File: src/rtl/satatrn_rxfisroute.sv
// Receive FIS router: DATA FIS words go out through a one-stage backpressured register; all other FIS types
// go into a frame-committed register FIFO. Optional counters are enabled by defining SATA_RXROUTE_STATS_EN.
module satatrn_rxfisroute #(
    parameter int         LGFIFO    = 4,
    parameter int         MAXREGLEN = 7,
    parameter logic [7:0] FIS_DATA  = 8'h46
) (
    input  logic        i_clk,
    input  logic        i_reset,
    input  logic        i_link_err,
    input  logic        i_valid,
    output logic        o_ready,
    input  logic [31:0] i_data,
    input  logic        i_last,
    output logic        o_reg_valid,
    input  logic        i_reg_ready,
    output logic [31:0] o_reg_data,
    output logic        o_reg_last,
    output logic        o_data_valid,
    input  logic        i_data_ready,
    output logic [31:0] o_data_data,
    output logic        o_data_last,
`ifdef SATA_RXROUTE_STATS_EN
    output logic [15:0] o_drop_count,
    output logic [15:0] o_frame_count,
`endif
    output logic        o_drop
);
    localparam int DEPTH = 1 << LGFIFO;
    localparam int CW    = $clog2(MAXREGLEN + 1);
    localparam logic [LGFIFO:0] FULLV = {1'b1, {LGFIFO{1'b0}}};

    localparam logic [1:0] IDLE    = 2'd0;
    localparam logic [1:0] REG     = 2'd1;
    localparam logic [1:0] DATA    = 2'd2;
    localparam logic [1:0] DISCARD = 2'd3;

    logic [1:0]        state_q, state_d;
    logic [LGFIFO:0]   wr_spec_q, wr_spec_d, wr_commit_q, wr_commit_d, rd_ptr_q;
    logic [CW-1:0]     cnt_q, cnt_d;
    logic [32:0]       mem_q [DEPTH];
    logic [31:0]       dat_q;
    logic              dvld_q, dlast_q, drop_q, drop_d;
    logic              wr_en, dload, commit, is_data, dok, full, acc, rd_en;

    assign is_data = (i_data[31:24] == FIS_DATA);
    assign dok     = !dvld_q || i_data_ready;
    assign full    = ((wr_spec_q - rd_ptr_q) == FULLV);
    assign acc     = i_valid && o_ready;

    // In IDLE only a DATA header needs room in the output stage; register frames never stall.
    always_comb begin
        o_ready = 1'b1;
        case (state_q)
            IDLE:    o_ready = is_data ? dok : 1'b1;
            DATA:    o_ready = dok;
            default: o_ready = 1'b1;
        endcase
    end

    always_comb begin
        state_d     = state_q;
        wr_spec_d   = wr_spec_q;
        wr_commit_d = wr_commit_q;
        cnt_d       = cnt_q;
        drop_d      = 1'b0;
        wr_en       = 1'b0;
        dload       = 1'b0;
        commit      = 1'b0;
        if (i_link_err) begin
            // Abort: any word presented this cycle belongs to the broken frame and is dropped.
            state_d   = IDLE;
            wr_spec_d = wr_commit_q;
            drop_d    = (state_q == REG);
        end else begin
            case (state_q)
                IDLE: if (acc) begin
                    if (is_data) begin
                        dload   = 1'b1;
                        state_d = i_last ? IDLE : DATA;
                    end else if (full) begin
                        drop_d  = 1'b1;
                        state_d = i_last ? IDLE : DISCARD;
                    end else begin
                        wr_en     = 1'b1;
                        wr_spec_d = wr_spec_q + 1'b1;
                        cnt_d     = CW'(1);
                        if (i_last) begin
                            wr_commit_d = wr_spec_q + 1'b1;
                            commit      = 1'b1;
                            state_d     = IDLE;
                        end else begin
                            state_d = REG;
                        end
                    end
                end
                REG: if (acc) begin
                    if (full || int'(cnt_q) >= MAXREGLEN) begin
                        wr_spec_d = wr_commit_q;
                        drop_d    = 1'b1;
                        state_d   = i_last ? IDLE : DISCARD;
                    end else begin
                        wr_en     = 1'b1;
                        wr_spec_d = wr_spec_q + 1'b1;
                        cnt_d     = cnt_q + 1'b1;
                        if (i_last) begin
                            wr_commit_d = wr_spec_q + 1'b1;
                            commit      = 1'b1;
                            state_d     = IDLE;
                        end
                    end
                end
                DATA: if (acc) begin
                    dload = 1'b1;
                    if (i_last) state_d = IDLE;
                end
                default: if (acc && i_last) state_d = IDLE;
            endcase
        end
    end

    assign rd_en = o_reg_valid && i_reg_ready;

    always_ff @(posedge i_clk) begin
        if (i_reset) begin
            state_q     <= IDLE;
            wr_spec_q   <= '0;
            wr_commit_q <= '0;
            rd_ptr_q    <= '0;
            cnt_q       <= '0;
            drop_q      <= 1'b0;
        end else begin
            state_q     <= state_d;
            wr_spec_q   <= wr_spec_d;
            wr_commit_q <= wr_commit_d;
            cnt_q       <= cnt_d;
            drop_q      <= drop_d;
            if (rd_en) rd_ptr_q <= rd_ptr_q + 1'b1;
        end
    end

    always_ff @(posedge i_clk) begin
        if (wr_en) mem_q[wr_spec_q[LGFIFO-1:0]] <= {i_last, i_data};
    end

    // A stalled word is never cleared without a handshake, even across a link error.
    always_ff @(posedge i_clk) begin
        if (i_reset) begin
            dvld_q  <= 1'b0;
            dat_q   <= '0;
            dlast_q <= 1'b0;
        end else if (dload) begin
            dvld_q  <= 1'b1;
            dat_q   <= i_data;
            dlast_q <= i_last;
        end else if (i_data_ready) begin
            dvld_q  <= 1'b0;
        end
    end

    assign o_reg_valid  = (rd_ptr_q != wr_commit_q);
    assign o_reg_data   = mem_q[rd_ptr_q[LGFIFO-1:0]][31:0];
    assign o_reg_last   = mem_q[rd_ptr_q[LGFIFO-1:0]][32];
    assign o_data_valid = dvld_q;
    assign o_data_data  = dat_q;
    assign o_data_last  = dlast_q;
    assign o_drop       = drop_q;

`ifdef SATA_RXROUTE_STATS_EN
    logic [15:0] drop_cnt_q, frame_cnt_q;
    always_ff @(posedge i_clk) begin
        if (i_reset) begin
            drop_cnt_q  <= '0;
            frame_cnt_q <= '0;
        end else begin
            if (drop_q && drop_cnt_q != 16'hFFFF) drop_cnt_q <= drop_cnt_q + 1'b1;
            if (commit && frame_cnt_q != 16'hFFFF) frame_cnt_q <= frame_cnt_q + 1'b1;
        end
    end
    assign o_drop_count  = drop_cnt_q;
    assign o_frame_count = frame_cnt_q;
`endif
endmodule

File: config.mk
export PLATFORM = sky130hd
export DESIGN_NAME = satatrn_rxfisroute
export DESIGN_NICKNAME = d
export VERILOG_FILES = /design/src/rtl/satatrn_rxfisroute.sv
export SDC_FILE = /design/constraint.sdc
export NUM_CORES = 1
export LEC_CHECK = 0
export BUFFER_PORTS_ARGS = -buffer_cell sky130_fd_sc_hd__buf_4
export CAP_MARGIN = 5
export CORE_AREA = 4 4 255 257
export CTS_BUF_LIST = sky130_fd_sc_hd__clkbuf_8
export CTS_CLUSTER_SIZE = 20
export DETAILED_ROUTE_END_ITERATION = 7
export DIE_AREA = 0 0 259 261
export PLACE_DENSITY_LB_ADDON = 0.05
export SYNTH_ARGS = -nofsm -noshare
export SYNTH_HDL_FRONTEND = slang
export SYNTH_SLANG_ARGS = --single-unit
File: constraint.sdc
create_clock -name i_clk -period 7.25 [get_ports i_clk]
set_input_delay 1.45 -clock i_clk [delete_from_list [all_inputs] [get_ports i_clk]]
set_output_delay 1.45 -clock i_clk [all_outputs]
set_load 0.01 [all_outputs]
# [Yosys cells after proc, flatten, opt, wreduce, memory -nomap -nowiden]
# Memories as Yosys holds them, arrays and structs flattened. A register that Yosys moved wholly into a read port is not among the register bits.
# Cells that the tools add are included.
[word_totals] reg_bits=55 mem_bits_rw=528 inputBits=39 out_inout_bits=70 wordCells=105 n_memories=1
[memory_table] name="mem_q" depth=16 word_bits=33 rd=1 rd_clocked_by_memory_dff=1 write_ports=1 line="41" text="logic [32:0] mem_q [DEPTH];"
[op_classes] addsub=4 n_lt_le_gt_ge=1 eq_ne=15 muxes=59 bitwise_logic=1 n_reduce_logical=15
[ops] operator="5-bit 2-to-1 mux" count=12
[ops] operator="1-bit 2-to-1 mux" count=22
[ops] operator="2-bit 2-to-1 mux" count=10
[ops] operator="5-bit case mux with 2 select lines" count=2
[ops] operator="3-bit 2-to-1 mux" count=5
[ops] operator="2-bit != test (second input constant)" count=6
[ops] operator="3-bit != test (second input constant)" count=4
[ops] operator="5-bit by 1-bit adder with 5-bit output (second input constant)" count=2
[ops] operator="8-bit by 7-bit equality test with 1-bit output (second input constant)" count=1
[ops] operator="4-bit 2-to-1 mux" count=2
[ops] operator="1-bit case mux with 2 select lines" count=4
[ops] operator="7-bit AND reduction" count=1
[ops] operator="2-bit case mux with 3 select lines" count=1
[ops] operator="3-bit case mux with 2 select lines" count=1
[ops] operator="5-bit equality test (second input constant)" count=1
[ops] operator="5-bit != test" count=1
[ops] operator="5-bit AND reduction" count=1
[ops] operator="5-bit subtractor" count=1
[ops] operator="4-bit AND reduction" count=1
[ops] operator="2-bit nonzero test" count=2
[ops] operator="4-bit nonzero test" count=1
[ops] operator="3-bit by 1-bit adder with 3-bit output (second input constant)" count=1
[ops] operator="3-bit greater-or-equal comparator (second input constant)" count=1
[ops] operator="1-bit logical AND" count=3
[ops] operator="8 further kinds" count=9

# [Logic depth before layout (Yosys ltp)]
[logic_depth] word_depth=10 mapped_depth=10 ltp_nobuf=8

# [Least setup slack after synthesis]
# OpenSTA, ideal clock, no wires.
[synth_path] kind="input -> register" start="input i_data[30]" end="memory mem_q[0][0], enable pin" setup_ps=464 arrival_ps=4766 required_time_ps=6786 setup_slack_ps=2020 cell_stages=6 n_path_buf=0 path_cell_list="nor4b_1 > nand4_1 > o22ai_1 > a21oi_1 > nand3_1 > nor3_1"
[synth_between] elab_chain_len=9
[synth_lines] element="start, declared" line="13" text="input logic [31:0] i_data,"
[synth_lines] element="8-bit by 7-bit equality test with 1-bit output (*)" line="46" text="assign is_data = (i_data[31:24] == FIS_DATA);"
[synth_lines] element="1-bit 2-to-1 mux" line="55" text="IDLE: o_ready = is_data ? dok : 1'b1;"
[synth_lines] element="1-bit case mux with 2 select lines" line="54" text="case (state_q)"
[synth_lines] element="1-bit logical AND" line="49" text="assign acc = i_valid && o_ready;"
[synth_lines] element="1-bit 2-to-1 mux, on equally long branches" line="97, 77"
[synth_lines] element="1-bit case mux with 2 select lines (*)" line="76" text="case (state_q)"
[synth_lines] element="1-bit 2-to-1 mux (*)" line="70" text="if (i_link_err) begin"
[synth_lines] element="1-bit 2-to-1 mux (*)" line="143" text="if (wr_en) mem_q[wr_spec_q[LGFIFO-1:0]] <= {i_last, i_data};"
[synth_lines] element="1-bit 2-to-1 mux (not written as such) (*)" line="143"
[synth_lines] element="end, declared" line="41"
# Mark *: on every way between the ends. The rest lies on a longest branch, timed or not.

==> key figures <==
Power
  • Logic pwr share: 0.123
  • Power per cell area: 288.9 nW/um2
  • Sw Ratio: 0.2416
  • Clk network pwr share: 0.376
  • P_sw: between 0.0015 and 0.002 W
  • Flop pwr share: 0.502
  • Pleak: 8.693 nW
  • VDD IR-drop max: between 100 and 150 uV
  • Internal: slightly below 0.006 W

STA
  • Final hold vios: 0
  • Clock skew: 28.41 ps
  • Setup_tns: 0 ps
  • Max Fclk: 202.6 MHz
  • Fin crit share: 0.6808
  • RSZ-0062 raised after global routing: false
  • Minimum clock period: a little under 5000 ps
  • Final-report setup violation count: 0
  • Worst Tran Pin Value: 959.6 ps
  • Fin. max-slew vios: 0
  • Worst relative slew slack: 0.3603

Critical path
  • Crit path capture type: primary output
  • CP startpoint kind: register
  • Critical path data arrival time: 3490 ps
  • Crit Path Max Fanout: 82
  • Crit-path slowest cell: dfxtp_4
  • CP dominant cell by count: mux4_2
  • Worst EP required: just under 6000 ps
  • CP cell instances: buf_12 > mux4_2 > mux4_2 > buf_4
  • Worst r2r src: wr_spec_q[3]$_SDFFE_PP0P_
  • Critical setup path kind: reg -> out
  • Crit path largest cell delay: 740 ps

Place
  • Final Wtd Congestion: 0.7033
  • I/O Buffers: 108
  • Dpl hpwl: 28.67 mm
  • DP Area: 24410 um2

Floorplanning
  • DIE HEIGHT: 261 um
  • Initial Util: 0.3572
  • Rows: a little over 90
  • Core footprint: 62740 um2
  • Die extent in x: 259 um
  • DIE AREA: 67600 um2
  • Top Ports: about 110

Route
  • 1st-iter DRT viols: 650
  • Detailed Route WL: 53.22 mm
  • Via Count: 10780
  • DRC viols: 0
  • Avg Vias per Cell: 5.014
  • Routed wire per std cell: 24.77 um
  • Final ANT Viol Nets: 0
  • Iteration count of the initial detailed-routing pass: 4

Global routing
  • GR peak layer: met2
  • Vias in the first global route: 11840
  • Met3 usage: 0.02978
  • Largest net degree at the start of global routing: between 80 and 90
  • First-pass GRT wire length: 79.05 mm
  • Met2 GRT Util: 0.2621
  • All-layer global routing usage: 0.1592
  • Met1 Track Usage GR: 0.2176
  • Initial antenna violation count: 1
  • Total congestion overflow: 0

Clocking
  • Hold Buf Count CTS: 0
  • CTS H-tree lvls: 3
  • Post-cts gate resize count: 0
  • Postcts setup bufs: 0
  • Worst-skew pair later-pin latency: 680 ps
  • Clock net sink count: 587
  • CTS tree: done
  • Number of CTS-inserted buffers: roughly 100
  • Clock root buffer: clkbuf_8
  • Clk slew on worst S/H paths: 60 ps
  • Clock Tree Buf Depth: 3

Min path
  • Hold Path Origin: state_q[1]$_SDFFE_PP0P_
  • Hold/Removal Path Class: reg -> reg

Yosys
  • Post-Syn Area per Cell: about 22 um2
  • Post-synth EDFFs: 528
  • Synthesized area: 22410 um2
  • Yosys cell types: 40
  • Async S/R FF share, synth: 0
  • Cells after synthesis: 1032
  • Simple-gate share of the synthesized area: 0.02100
  • Main combinational cell family by area after synthesis: multiplexers
  • XOR/XNOR share of the synthesized area: 0.006254
  • Top FF cell, synth: edfxtp_1
  • Mux share of post-synthesis cell area: 0.1812
  • Syn Nets: ~1100
  • Ys Warns: 0
  • FF+latch count, synth: 587
  • Compound-Gate Fraction of Synth Area: 0.01346
  • Synth Area in Adders: 0.006142
  • Register area share after synthesis: 0.7603

Final layout
  • Fraction of layout cells with a size suffix above 1: 0.3456
  • Design Area, Final: ~26000 um2
  • P&R area growth vs syn: 17.66%
  • Nets: 1266

Run
  • Max Cap Viol: 0

Outcome
  • Status: finished, final reports clean
final timing paths:
| path | to | slack [ps] | cells past startpoint |
|---|---|---|---|
| min | o_drop$_SDFF_PP0_ | 480 | 1 |
| max reg2reg | mem_q[15][14]$_DFFE_PP_ | 2950 | 8 |
| min reg2reg | o_drop$_SDFF_PP0_ | 480 | 1 |
| max | o_reg_data[31] | 2310 | 4 |
cell usage in the layout (no fill, tap or decap), types with 2 or more instances in the layout:
master      instances
nor2b_1             3
nor2_4             12
dfxtp_4             3
o21ai_0             6
a21oi_1            14
o211ai_1            4
nand2b_1            3
mux2i_1            33
mux4_2            165
clkinv_2            9
nor2_1             49
nor3_2              4
inv_1              52
dfxtp_1            55
ha_1               11
buf_4             133
nand4_1             8
a31oi_1             7
nand2_1            11
buf_12              2
bufinv_16           4
xor2_1              6
clkinv_1           21
clkinvlp_4          4
clkbuf_8          110
nor3_1              2
a211oi_1            6
edfxtp_1          528
xnor2_1            10
nand3_1             8
metrics by stage:
step                hold slack, ps  std cells  utilization  worst slack, ps  power, W
finish                       483.8       2149       0.4202             2315  0.007616
global route                 519.4       2149       0.4202             2082  0.007975
CTS                          486.9       2148       0.4202             2145  0.007770
detailed placement           478.0       1959       0.3891             2770  0.004864
global placement             475.8       1959       0.3891             2778  0.004866
floorplan                    446.7       1032            -             2020  0.004491
sequential cells by signal, indices dropped and copies added (netlist names), named ones only:
signal and cells:
o_data_data 32, o_data_last 1, cnt_q 3, wr_commit_q 5, o_drop 1, wr_spec_q 5, state_q 2, rd_ptr_q 5
mem_q 528, o_data_valid 1
Yosys cell counts (all sizes together), types with 7 or more instances:
cell type | instances | share of area
a21oi | 14 | 0.0031
a31oi | 7 | 0.0020
buf | 22 | 0.0042
clkbuf | 32 | 0.0054
dfxtp | 59 | 0.053
edfxtp | 528 | 0.71
ha | 11 | 0.0061
inv | 12 | 0.0020
mux2i | 33 | 0.015
mux4 | 165 | 0.17
nand2 | 11 | 0.0018
nand3 | 8 | 0.0018
nand4 | 8 | 0.0022
nor2 | 61 | 0.010
o21ai | 7 | 0.0016
xnor2 | 10 | 0.0039
routing by layer:
layer	vias up	share of wire
li1	4696	-
met1	5804	0.45
met2	207	0.50
met3	69	0.039
met4	0	0.017
met5	-	0
critical path: cells and delay by family (launching register included):
kind	cells	cell delay [ps]
mux	2	1170
buf+inv	2	770
flops	1	740
final cells by class:
| class | instances | area [um2] |
|---|---|---|
| fillers | 5531 | 36370 |
| inverters | 12 | 45.04 |
| multi-input cells | 379 | 5221 |
| diodes | 1 | 2.502 |
| repair buffers | 135 | 1039 |
| clock inverters | 79 | 435.4 |
| clock buffers | 110 | 1514 |
| flip-flops and latches | 587 | 17050 |
| well taps | 846 | 1059 |
power groups by stage:
| stage | Clock (W) | Combinational, W | Sequential [W] |
|---|---|---|---|
| 2_1_floorplan | 0 | 0.000652 | 0.00384 |
| 3_3_place_gp | 0 | 0.000971 | 0.00390 |
| 3_5_place_dp | 0 | 0.000968 | 0.00390 |
| 4_1_cts | 0.00297 | 0.000971 | 0.00383 |
| 5_1_grt | 0.00313 | 0.00101 | 0.00383 |
| 6_report | 0.00286 | 0.000934 | 0.00382 |
cell families (layout without fill, tap and decap cells):
kind of cell             Yosys count  count (layout)
AO/OA/AOI/OAI                     47              47
XOR/XNOR                          16              16
adder cells (fa/ha/maj)           11              11
buffers and inverters             66             336
flip-flops                       587             587
multiplexers                     199             199
other                              0               1
AND/OR/NAND/NOR                  106             106
Power figures use the tool's default switching activity.
